### config.mk
export PLATFORM = sky130hd
export DESIGN_NAME = sad_mode_select_stream
export DESIGN_NICKNAME = d
export VERILOG_FILES = /design/src/rtl/sad_mode_select_stream.sv
export SDC_FILE = /design/constraint.sdc
export NUM_CORES = 1
export LEC_CHECK = 0
export BUFFER_PORTS_ARGS = -buffer_cell sky130_fd_sc_hd__buf_2
export CORE_MARGIN = 5
export CORE_UTILIZATION = 25
export DETAILED_ROUTE_END_ITERATION = 8
export PLACE_DENSITY = 0.4
export SLEW_MARGIN = 20
export SYNTH_ARGS = -nofsm -noshare
export SYNTH_HDL_FRONTEND = slang
export SYNTH_SLANG_ARGS = --single-unit
### constraint.sdc
create_clock -name clk -period 13 [get_ports clk]
set_clock_uncertainty 0.05 [all_clocks]
set_input_delay 2.6 -clock clk [delete_from_list [all_inputs] [get_ports clk]]
set_output_delay 2.6 -clock clk [all_outputs]
set_load 0.05 [all_outputs]
### src/rtl/sad_mode_select_stream.sv
// Streaming intra-mode decision: per-candidate SAD over LANES-wide residual beats, best residual
// kept in a ping-pong buffer and replayed. Optional `SAD_COST_BIAS_EN adds an MPM signalling penalty.
module sad_mode_select_stream #(
    parameter int NUM_MODES = 9,
    parameter int SAMPLES   = 16,
    parameter int LANES     = 4,
    parameter int RES_W     = 9,
    parameter int BIAS      = 4,
    localparam int MW       = (NUM_MODES > 1) ? $clog2(NUM_MODES) : 1,
    localparam int SAD_W    = RES_W + $clog2(SAMPLES)
) (
    input  logic                   clk,
    input  logic                   reset,
    input  logic                   in_valid,
    output logic                   in_ready,
    input  logic [MW-1:0]          in_mode,
    input  logic [LANES*RES_W-1:0] in_res,
    input  logic                   in_mode_last,
    input  logic [MW-1:0]          mpm_mode,
    output logic                   out_valid,
    input  logic                   out_ready,
    output logic [MW-1:0]          out_mode,
    output logic [SAD_W-1:0]       out_cost,
    output logic [LANES*RES_W-1:0] out_res,
    output logic                   out_last
);

    localparam int BEATS = SAMPLES / LANES;
    localparam int BW    = (BEATS > 1) ? $clog2(BEATS) : 1;
    localparam int CW    = $clog2(NUM_MODES + 1);
    localparam int DW    = LANES * RES_W;

    // state  | meaning
    // IDLE   | waiting for the first beat of a block
    // ACCUM  | accumulating candidate SADs, tracking the running best
    // OUTPUT | replaying the best residual, input stalled
    typedef enum logic [1:0] {
        IDLE   = 2'd0,
        ACCUM  = 2'd1,
        OUTPUT = 2'd2
    } state_e;

    state_e            state_q, state_d;
    logic [BW-1:0]     beat_cnt_q, beat_cnt_d;
    logic [BW-1:0]     out_cnt_q, out_cnt_d;
    logic [CW-1:0]     cand_cnt_q, cand_cnt_d;
    logic [SAD_W-1:0]  acc_q, acc_d;
    logic [SAD_W-1:0]  best_cost_q, best_cost_d;
    logic [MW-1:0]     best_mode_q, best_mode_d;
    logic              best_bank_q, best_bank_d;

    logic [DW-1:0]     bank_q [2][BEATS];

    logic              accept;
    logic              final_beat;
    logic              new_best;
    logic              wr_en;
    logic [SAD_W-1:0]  beat_sad;
    logic [SAD_W-1:0]  sad_total;
    logic [SAD_W-1:0]  cand_cost;

    assign in_ready   = ~reset & (state_q != OUTPUT);
    assign accept     = in_valid & in_ready;
    assign final_beat = (beat_cnt_q == BW'(BEATS - 1));

    // One extra bit on the magnitude so the most negative residual maps to its exact absolute value.
    always_comb begin
        logic [RES_W:0] lane_ext;
        logic [RES_W:0] lane_abs;
        beat_sad = '0;
        lane_ext = '0;
        lane_abs = '0;
        for (int l = 0; l < LANES; l++) begin
            lane_ext = {in_res[l*RES_W + RES_W - 1], in_res[l*RES_W +: RES_W]};
            lane_abs = lane_ext[RES_W] ? -lane_ext : lane_ext;
            beat_sad = beat_sad + SAD_W'(lane_abs);
        end
    end

    assign sad_total = acc_q + beat_sad;

`ifdef SAD_COST_BIAS_EN
    logic [SAD_W:0] cost_ext;

    always_comb begin
        cost_ext  = {1'b0, sad_total} + ((in_mode != mpm_mode) ? (SAD_W+1)'(BIAS) : '0);
        cand_cost = cost_ext[SAD_W] ? {SAD_W{1'b1}} : cost_ext[SAD_W-1:0];
    end
`else
    logic unused_cfg;

    assign unused_cfg = ^{mpm_mode, BIAS};
    assign cand_cost  = sad_total;
`endif

    // Ties resolve towards the lower mode id, independent of arrival order.
    assign new_best = (cand_cnt_q == '0)
                    || (cand_cost < best_cost_q)
                    || ((cand_cost == best_cost_q) && (in_mode < best_mode_q));

    always_comb begin
        state_d     = state_q;
        beat_cnt_d  = beat_cnt_q;
        out_cnt_d   = out_cnt_q;
        cand_cnt_d  = cand_cnt_q;
        acc_d       = acc_q;
        best_cost_d = best_cost_q;
        best_mode_d = best_mode_q;
        best_bank_d = best_bank_q;
        wr_en       = 1'b0;

        case (state_q)
            IDLE, ACCUM: begin
                if (accept) begin
                    wr_en   = 1'b1;
                    state_d = ACCUM;
                    if (final_beat) begin
                        beat_cnt_d = '0;
                        acc_d      = '0;
                        if (cand_cnt_q != CW'(NUM_MODES)) begin
                            cand_cnt_d = cand_cnt_q + CW'(1);
                        end
                        if (new_best) begin
                            best_cost_d = cand_cost;
                            best_mode_d = in_mode;
                            best_bank_d = ~best_bank_q;
                        end
                        if (in_mode_last) begin
                            state_d    = OUTPUT;
                            cand_cnt_d = '0;
                            out_cnt_d  = '0;
                        end
                    end else begin
                        beat_cnt_d = beat_cnt_q + BW'(1);
                        acc_d      = sad_total;
                    end
                end
            end

            OUTPUT: begin
                if (out_ready) begin
                    if (out_cnt_q == BW'(BEATS - 1)) begin
                        out_cnt_d = '0;
                        state_d   = IDLE;
                    end else begin
                        out_cnt_d = out_cnt_q + BW'(1);
                    end
                end
            end

            default: begin
                state_d = IDLE;
            end
        endcase
    end

    always_ff @(posedge clk) begin
        if (reset) begin
            state_q     <= IDLE;
            beat_cnt_q  <= '0;
            out_cnt_q   <= '0;
            cand_cnt_q  <= '0;
            acc_q       <= '0;
            best_cost_q <= '0;
            best_mode_q <= '0;
            best_bank_q <= 1'b0;
        end else begin
            state_q     <= state_d;
            beat_cnt_q  <= beat_cnt_d;
            out_cnt_q   <= out_cnt_d;
            cand_cnt_q  <= cand_cnt_d;
            acc_q       <= acc_d;
            best_cost_q <= best_cost_d;
            best_mode_q <= best_mode_d;
            best_bank_q <= best_bank_d;
        end
    end

    // The candidate under test always lands in the bank not holding the current best.
    always_ff @(posedge clk) begin
        if (wr_en) begin
            bank_q[~best_bank_q][beat_cnt_q] <= in_res;
        end
    end

    assign out_valid = (state_q == OUTPUT);
    assign out_last  = out_valid && (out_cnt_q == BW'(BEATS - 1));
    assign out_mode  = best_mode_q;
    assign out_cost  = best_cost_q;
    assign out_res   = out_valid ? bank_q[best_bank_q][out_cnt_q] : '0;

endmodule

# [After elaboration in Yosys (flattened, before gate mapping)]
# Memories as Yosys holds them, arrays and structs flattened. A register that Yosys moved wholly into a read port is not among the register bits.
# Index checks and enable logic that the tools add are counted.
[totals] n_memories=1 ram_bits=288 elab_cells=90 register_bits=41 output_inout_bits=56 in_bits=49
[mem_list] name="bank_q" words=2 word_bits=144 read_ports=1 rd_clocked_by_memory_dff=1 write_ports=1 line="52" text="logic [DW-1:0] bank_q [2][BEATS];"
[op_classes] magnitude_cmp=5 n_addsub=11 bitwise_logic=6 eq_ne=12 muxes=32 reduce_logical=15
[ops] op="$mux W144" count=1
[ops] op="$mux W36" count=4
[ops] op="$bmux W36 S2" count=1
[ops] op="$demux W36 S2" count=1
[ops] op="$mux W10" count=4
[ops] op="$neg A10 Y10" count=4
[ops] op="$mux W2" count=11
[ops] op="$add A12 B10 Y13" count=1
[ops] op="$add A13 B13 Y13" count=1
[ops] op="$eq A13 B13 Y1" count=1
[ops] op="$lt A13 B13 Y1" count=1
[ops] op="$mux W13" count=1
[ops] op="$add A11 B10 Y12" count=1
[ops] op="$add A10 B10 Y11" count=1
[ops] op="$mux W4" count=2
[ops] op="$ne A2 B2 Y1 const B" count=4
[ops] op="$pmux W2 S2" count=2
[ops] op="$reduce_and A4 Y1" count=2
[ops] op="$eq A2 B2 Y1 const B" count=3
[ops] op="$ge A3 B3 Y1 const B" count=2
[ops] op="$not A2 Y3" count=2
[ops] op="$mux W1" count=5
[ops] op="$reduce_and A5 Y1" count=1
[ops] op="$add A2 B1 Y2 const B" count=2
[ops] op="16 further kinds" count=23

# [Logic depth before layout (Yosys ltp)]
[logic_depth] depth_word=12 ltp_mapped=25 ltp_nobuf=23

# [Worst setup path before layout]
# Ideal clock, no wire load.
[synth_path] kind="input-to-reg" from="input in_res[6]" to="register best_cost_q[10] (netlist: out_cost[10])" setup_ns=0.132 arrival_time_ns=7.934 t_required_ns=12.818 path_buffers=2 path_stages=22 path_slack_ns=4.884 cell_sequence="or4_1 -> or4b_2 -> fa_1 -> inv_1 -> fa_1 -> inv_1 -> fa_1 -> inv_1 -> ha_1 -> buf_2 -> nand4_1 -> nor4b_2 -> nor3_1 -> xnor2_1 -> ha_1 -> nand3_1 -> nand2_1 -> a21o_1 -> a2111o_1 -> clkbuf_1 -> nand3_1 -> a21oi_1"
[synth_between] elab_chain_len=10 elab_cells_between_ends=12 classes_between="add/sub (5); order compare (1); eq/ne (1); mux (1); reduce/logical (4)"
[synth_rtl] item="start, declared" line="17" text="input logic [LANES*RES_W-1:0] in_res,"
[synth_rtl] item="$neg A10 Y10" line="75" text="lane_abs = lane_ext[RES_W] ? -lane_ext : lane_ext;"
[synth_rtl] item="$mux W10 *" line="75"
[synth_rtl] item="$add A10 B10 Y11 *" line="76" text="beat_sad = beat_sad + SAD_W'(lane_abs);"
[synth_rtl] item="$add A11 B10 Y12 *" line="76"
[synth_rtl] item="$add A12 B10 Y13 *" line="76"
[synth_rtl] item="$add A13 B13 Y13 *" line="80" text="assign sad_total = acc_q + beat_sad;"
[synth_rtl] item="named net cand_cost[10]" line="60" text="logic [SAD_W-1:0] cand_cost;"
[synth_rtl] item="$lt A13 B13 Y1 or $eq A13 B13 Y1 (tied branches)" line="98, 99"
[synth_rtl] item="$logic_or A1 B1 Y1 or $logic_and A1 B1 Y1 (tied branches)" line="98, 99"
[synth_rtl] item="$logic_or A1 B1 Y1" line="99" text="|| ((cand_cost == best_cost_q) && (in_mode < best_mode_q));"
[synth_rtl] item="$reduce_and A4 Y1 (no line)"
[synth_rtl] item="end signal, assigned" line="173" text="best_cost_q <= best_cost_d;"
[synth_rtl] item="end, declared" line="48" text="logic [SAD_W-1:0] best_cost_q, best_cost_d;"
# Mark *: on every way through the listed nets, which the timed path passes. The rest lies on a longest branch.
# A chain may end at the register's enable or synchronous reset.

==> flow_metrics.env <==
export IMPL_p_comb_share_pct=32.6
export IMPL_htreeDepth=2
export IMPL_wl_per_cell_um=20.4
export IMPL_drc_errors=0
export IMPL_startpoint_type="primary input"
export IMPL_fin_crit_sh_pct=66.1
export IMPL_die_area_mm2=0.0652
export IMPL_drtIter0Drc=442
export IMPL_drv_cap=0
export IMPL_via_per_inst=4.44
export IMPL_synth_main_ff_cell="edfxtp_1"
export IMPL_yosys_warnings=0
export IMPL_drive_gt1_share_pct=23.7
export IMPL_switching_share_pct=33.7
export IMPL_path_max_fanout=21
export IMPL_grt_pass1_wl_um=57900
export IMPL_fp_dieW_um=255
export IMPL_cts_setup_buffers=0
export IMPL_routed_wl_um=38500
export IMPL_ant_nets=0
export IMPL_crit_arrival_ps=8990
export IMPL_antennaDiodeCount=0
export IMPL_initial_core_util_pct=25.1
export IMPL_period_minus_slack_ps=8600
export IMPL_async_flop_share_pct=0
export IMPL_antenna_found_initial=1
export IMPL_status="complete, no violations"
export IMPL_clock_latency_ps=550
export IMPL_total_switching_power_mw=1.12
export IMPL_finalNetCount=1195
export IMPL_tightest_slew_ps=1000
export IMPL_tns_ps=0
export IMPL_p_leak_nw=6.25
export IMPL_synthDistinctLibCells=65
export IMPL_p_int_mw=2.21
export IMPL_rows=90
export IMPL_routabilityCongestion=0.742
export IMPL_synth_area_mm2=0.0151
export IMPL_drv_slew=0
export IMPL_avgSynthCellArea_um2=15.7
export IMPL_power_frac_clock_pct=31.9
export IMPL_clock_sinks=330
export IMPL_synth_edf_count=288
export IMPL_numCtsBuffers=41
export IMPL_cellPowerDensity_mw_per_mm2=189
export IMPL_crit_type="in -> reg"
export IMPL_final_hold_viol_count=0
export IMPL_rsz0062_at_grt="false"
export IMPL_drtPass1Iterations=4
export IMPL_grt_pass1_vias=8963
export IMPL_num_vias=8358
export IMPL_grt_util_all_layers_pct=11.6
export IMPL_clkTransAtPathRegs_ps=50
export IMPL_final_area_mm2=0.0177
export IMPL_irDropWorstVdd_mv=0.120
export IMPL_yosys_top_cells_area="edfxtp_1, mux4_2, dfxtp_1"
export IMPL_crit_slowest_cell="or4b_2"
export IMPL_ios=105
export IMPL_max_freq_mhz=116
export IMPL_overflow=0
export IMPL_min_path_type="reg -> reg"
export IMPL_grt_max_degree=57
export IMPL_crit_chain="buf_2, or4_1, or4b_2, fa_1, inv_1, fa_1, inv_1, fa_1, inv_1, ha_1, nand4_1, nor4b_2, nor3_1, xnor2_1, ha_1, nand3_1, nand2_1, a21o_1, a2111o_1, a21o_1, a21oi_1"
export IMPL_dpl_cell_area_mm2=0.0165
export IMPL_cts_tree="yes"
export IMPL_port_buffers=100
export IMPL_cp_slowest_stage_delay_ps=720
export IMPL_seq_area_frac_synth_pct=63.0
export IMPL_worstSetupStartpoint="in_res[3]"
export IMPL_seq_power_share_pct=35.5
export IMPL_slew_headroom_pct=33.1
export IMPL_rr_startpoint="acc_q[1]"
export IMPL_synth_top_area_cell="edfxtp_1"
export IMPL_cp_end_kind="register"
export IMPL_setup_violations=0
export IMPL_cts_root_buf="clkbuf_16"
export IMPL_dpl_hpwl_um=23100
export IMPL_ys_ff_latch=330
export IMPL_cp_required_ps=13400
export IMPL_core_area_mm2=0.0600
export IMPL_clockBufferDepth=3
export IMPL_netlist_instances=962
export IMPL_hp_start="out_mode[2]"
export IMPL_cts_hold_fix_buffers=0
export IMPL_cts_resized=0
export IMPL_yosysTopAreaCellShare_pct=57.4
export IMPL_die_y_um=255
export IMPL_area_growth_pct=17.6
## sequential cells by signal, summed over array words and instances (netlist names), named ones only
register / count
bank_q: 288
acc_q: 13
out_cost: 13
cand_cnt_q: 4
out_mode: 4
beat_cnt_q: 2
out_cnt_q: 2
state_q: 2
best_bank_q: 1
## cells by family after synthesis
| family | synth area share, % |
|---|---|
| compound gates | 5.16 |
| xor+xnor | 1.92 |
| fa+ha+maj | 7.51 |
| buf+inv | 3.02 |
| flops | 63.0 |
| mux | 13.4 |
| other cells | 0.0249 |
| simple gates | 5.98 |
## stage by stage
step	power (mW)	hold slack [ps]	utilization, %	worst slack, ps	std cells
2_1_floorplan	1.99	407	-	4880	965
3_3_place_gp	2.30	420	27.4	3840	1812
3_5_place_dp	2.29	425	27.4	3860	1812
4_1_cts	3.38	433	29.5	4390	1883
5_1_grt	3.57	448	29.5	3950	1883
6_report	3.34	429	29.5	4400	1883
## cells in the final DEF, fill, tap and decap left out, types with 5 or more instances in the layout
| cell | instances |
|---|---|
| clkinv_1 | 12 |
| o21ai_0 | 32 |
| inv_1 | 65 |
| a21oi_1 | 41 |
| nor2_1 | 68 |
| nor3_1 | 6 |
| dfxtp_1 | 40 |
| a22oi_1 | 9 |
| clkbuf_1 | 7 |
| nand3_1 | 30 |
| xor2_1 | 8 |
| buf_4 | 12 |
| xnor2_1 | 25 |
| mux2i_1 | 39 |
| or3_1 | 7 |
| buf_2 | 100 |
| fa_1 | 29 |
| a21o_1 | 5 |
| clkbuf_16 | 41 |
| mux4_2 | 72 |
| o31ai_1 | 6 |
| edfxtp_1 | 288 |
| ha_1 | 44 |
| nand2_1 | 20 |
| nand2b_1 | 10 |
## worst paths after layout
kind,to,slack [ps],depth (start not counted)
setup reg to reg,out_cost[7],7220,18
hold / removal,out_mode[2],430,2
hold reg to reg,out_mode[2],430,2
setup / recovery,register,4400,21
## worst max-delay path: cells and delay by family
| kind | cells | cell delay (ps) |
|---|---|---|
| buffers and inverters | 4 | 350 |
| XOR/XNOR | 1 | 330 |
| adder cells (fa/ha/maj) | 5 | 2370 |
| AND/OR/NAND/NOR | 7 | 1980 |
| AO/OA/AOI/OAI | 4 | 1370 |
## cell usage after synthesis, types with 2 or more instances
library cell and count:
and3_1 5, edfxtp_1 288, nand2_1 20, a21o_1 5, nand3_1 30, mux4_2 72
or4_1 2, or3_1 7, buf_2 14, o21bai_1 3, a21oi_1 41, nor2b_1 4
nor2_1 68, inv_1 65, a31oi_1 4, nor3b_1 4, a22oi_1 9, xnor2_1 25
clkbuf_1 25, nand3b_1 3, ha_1 44, nor3_1 6, fa_1 29, a311oi_1 3
o31ai_1 6, dfxtp_1 42, mux2i_1 39, and2_1 4, xor2_1 8, a211oi_1 4
nand2b_1 11, buf_1 5, o21ai_0 32, nand4_1 4
## routing by layer
metal / vias up / global-route usage (%) / wire length [um]
met1: 4306 / 15.7 / 17700
met5: - / 0 / 7
met3: 45 / 2.34 / 1440
li1: 3885 / - / -
met4: 2 / 2.49 / 600
met2: 120 / 19.6 / 18700
## cell type report
cell class	count	area [um^2]
Timing Repair Buffer	112	591
Fill cell	5983	42300
Clock inverter	23	194
Multi-Input combinational cell	522	5150
Sequential cell	330	9500
Tap cell	782	978
Inverter	66	249
Clock buffer	48	1050
## power by group through the flow
stage / registers (mW) / clock network, mW / logic, mW
CTS: 1.19 / 1.10 / 1.09
finish: 1.19 / 1.07 / 1.09
global route: 1.19 / 1.15 / 1.24
global placement: 1.21 / 0 / 1.09
floorplan: 1.21 / 0 / 0.785
detailed placement: 1.21 / 0 / 1.08
Note: power is estimated with default switching activity, not from simulation.
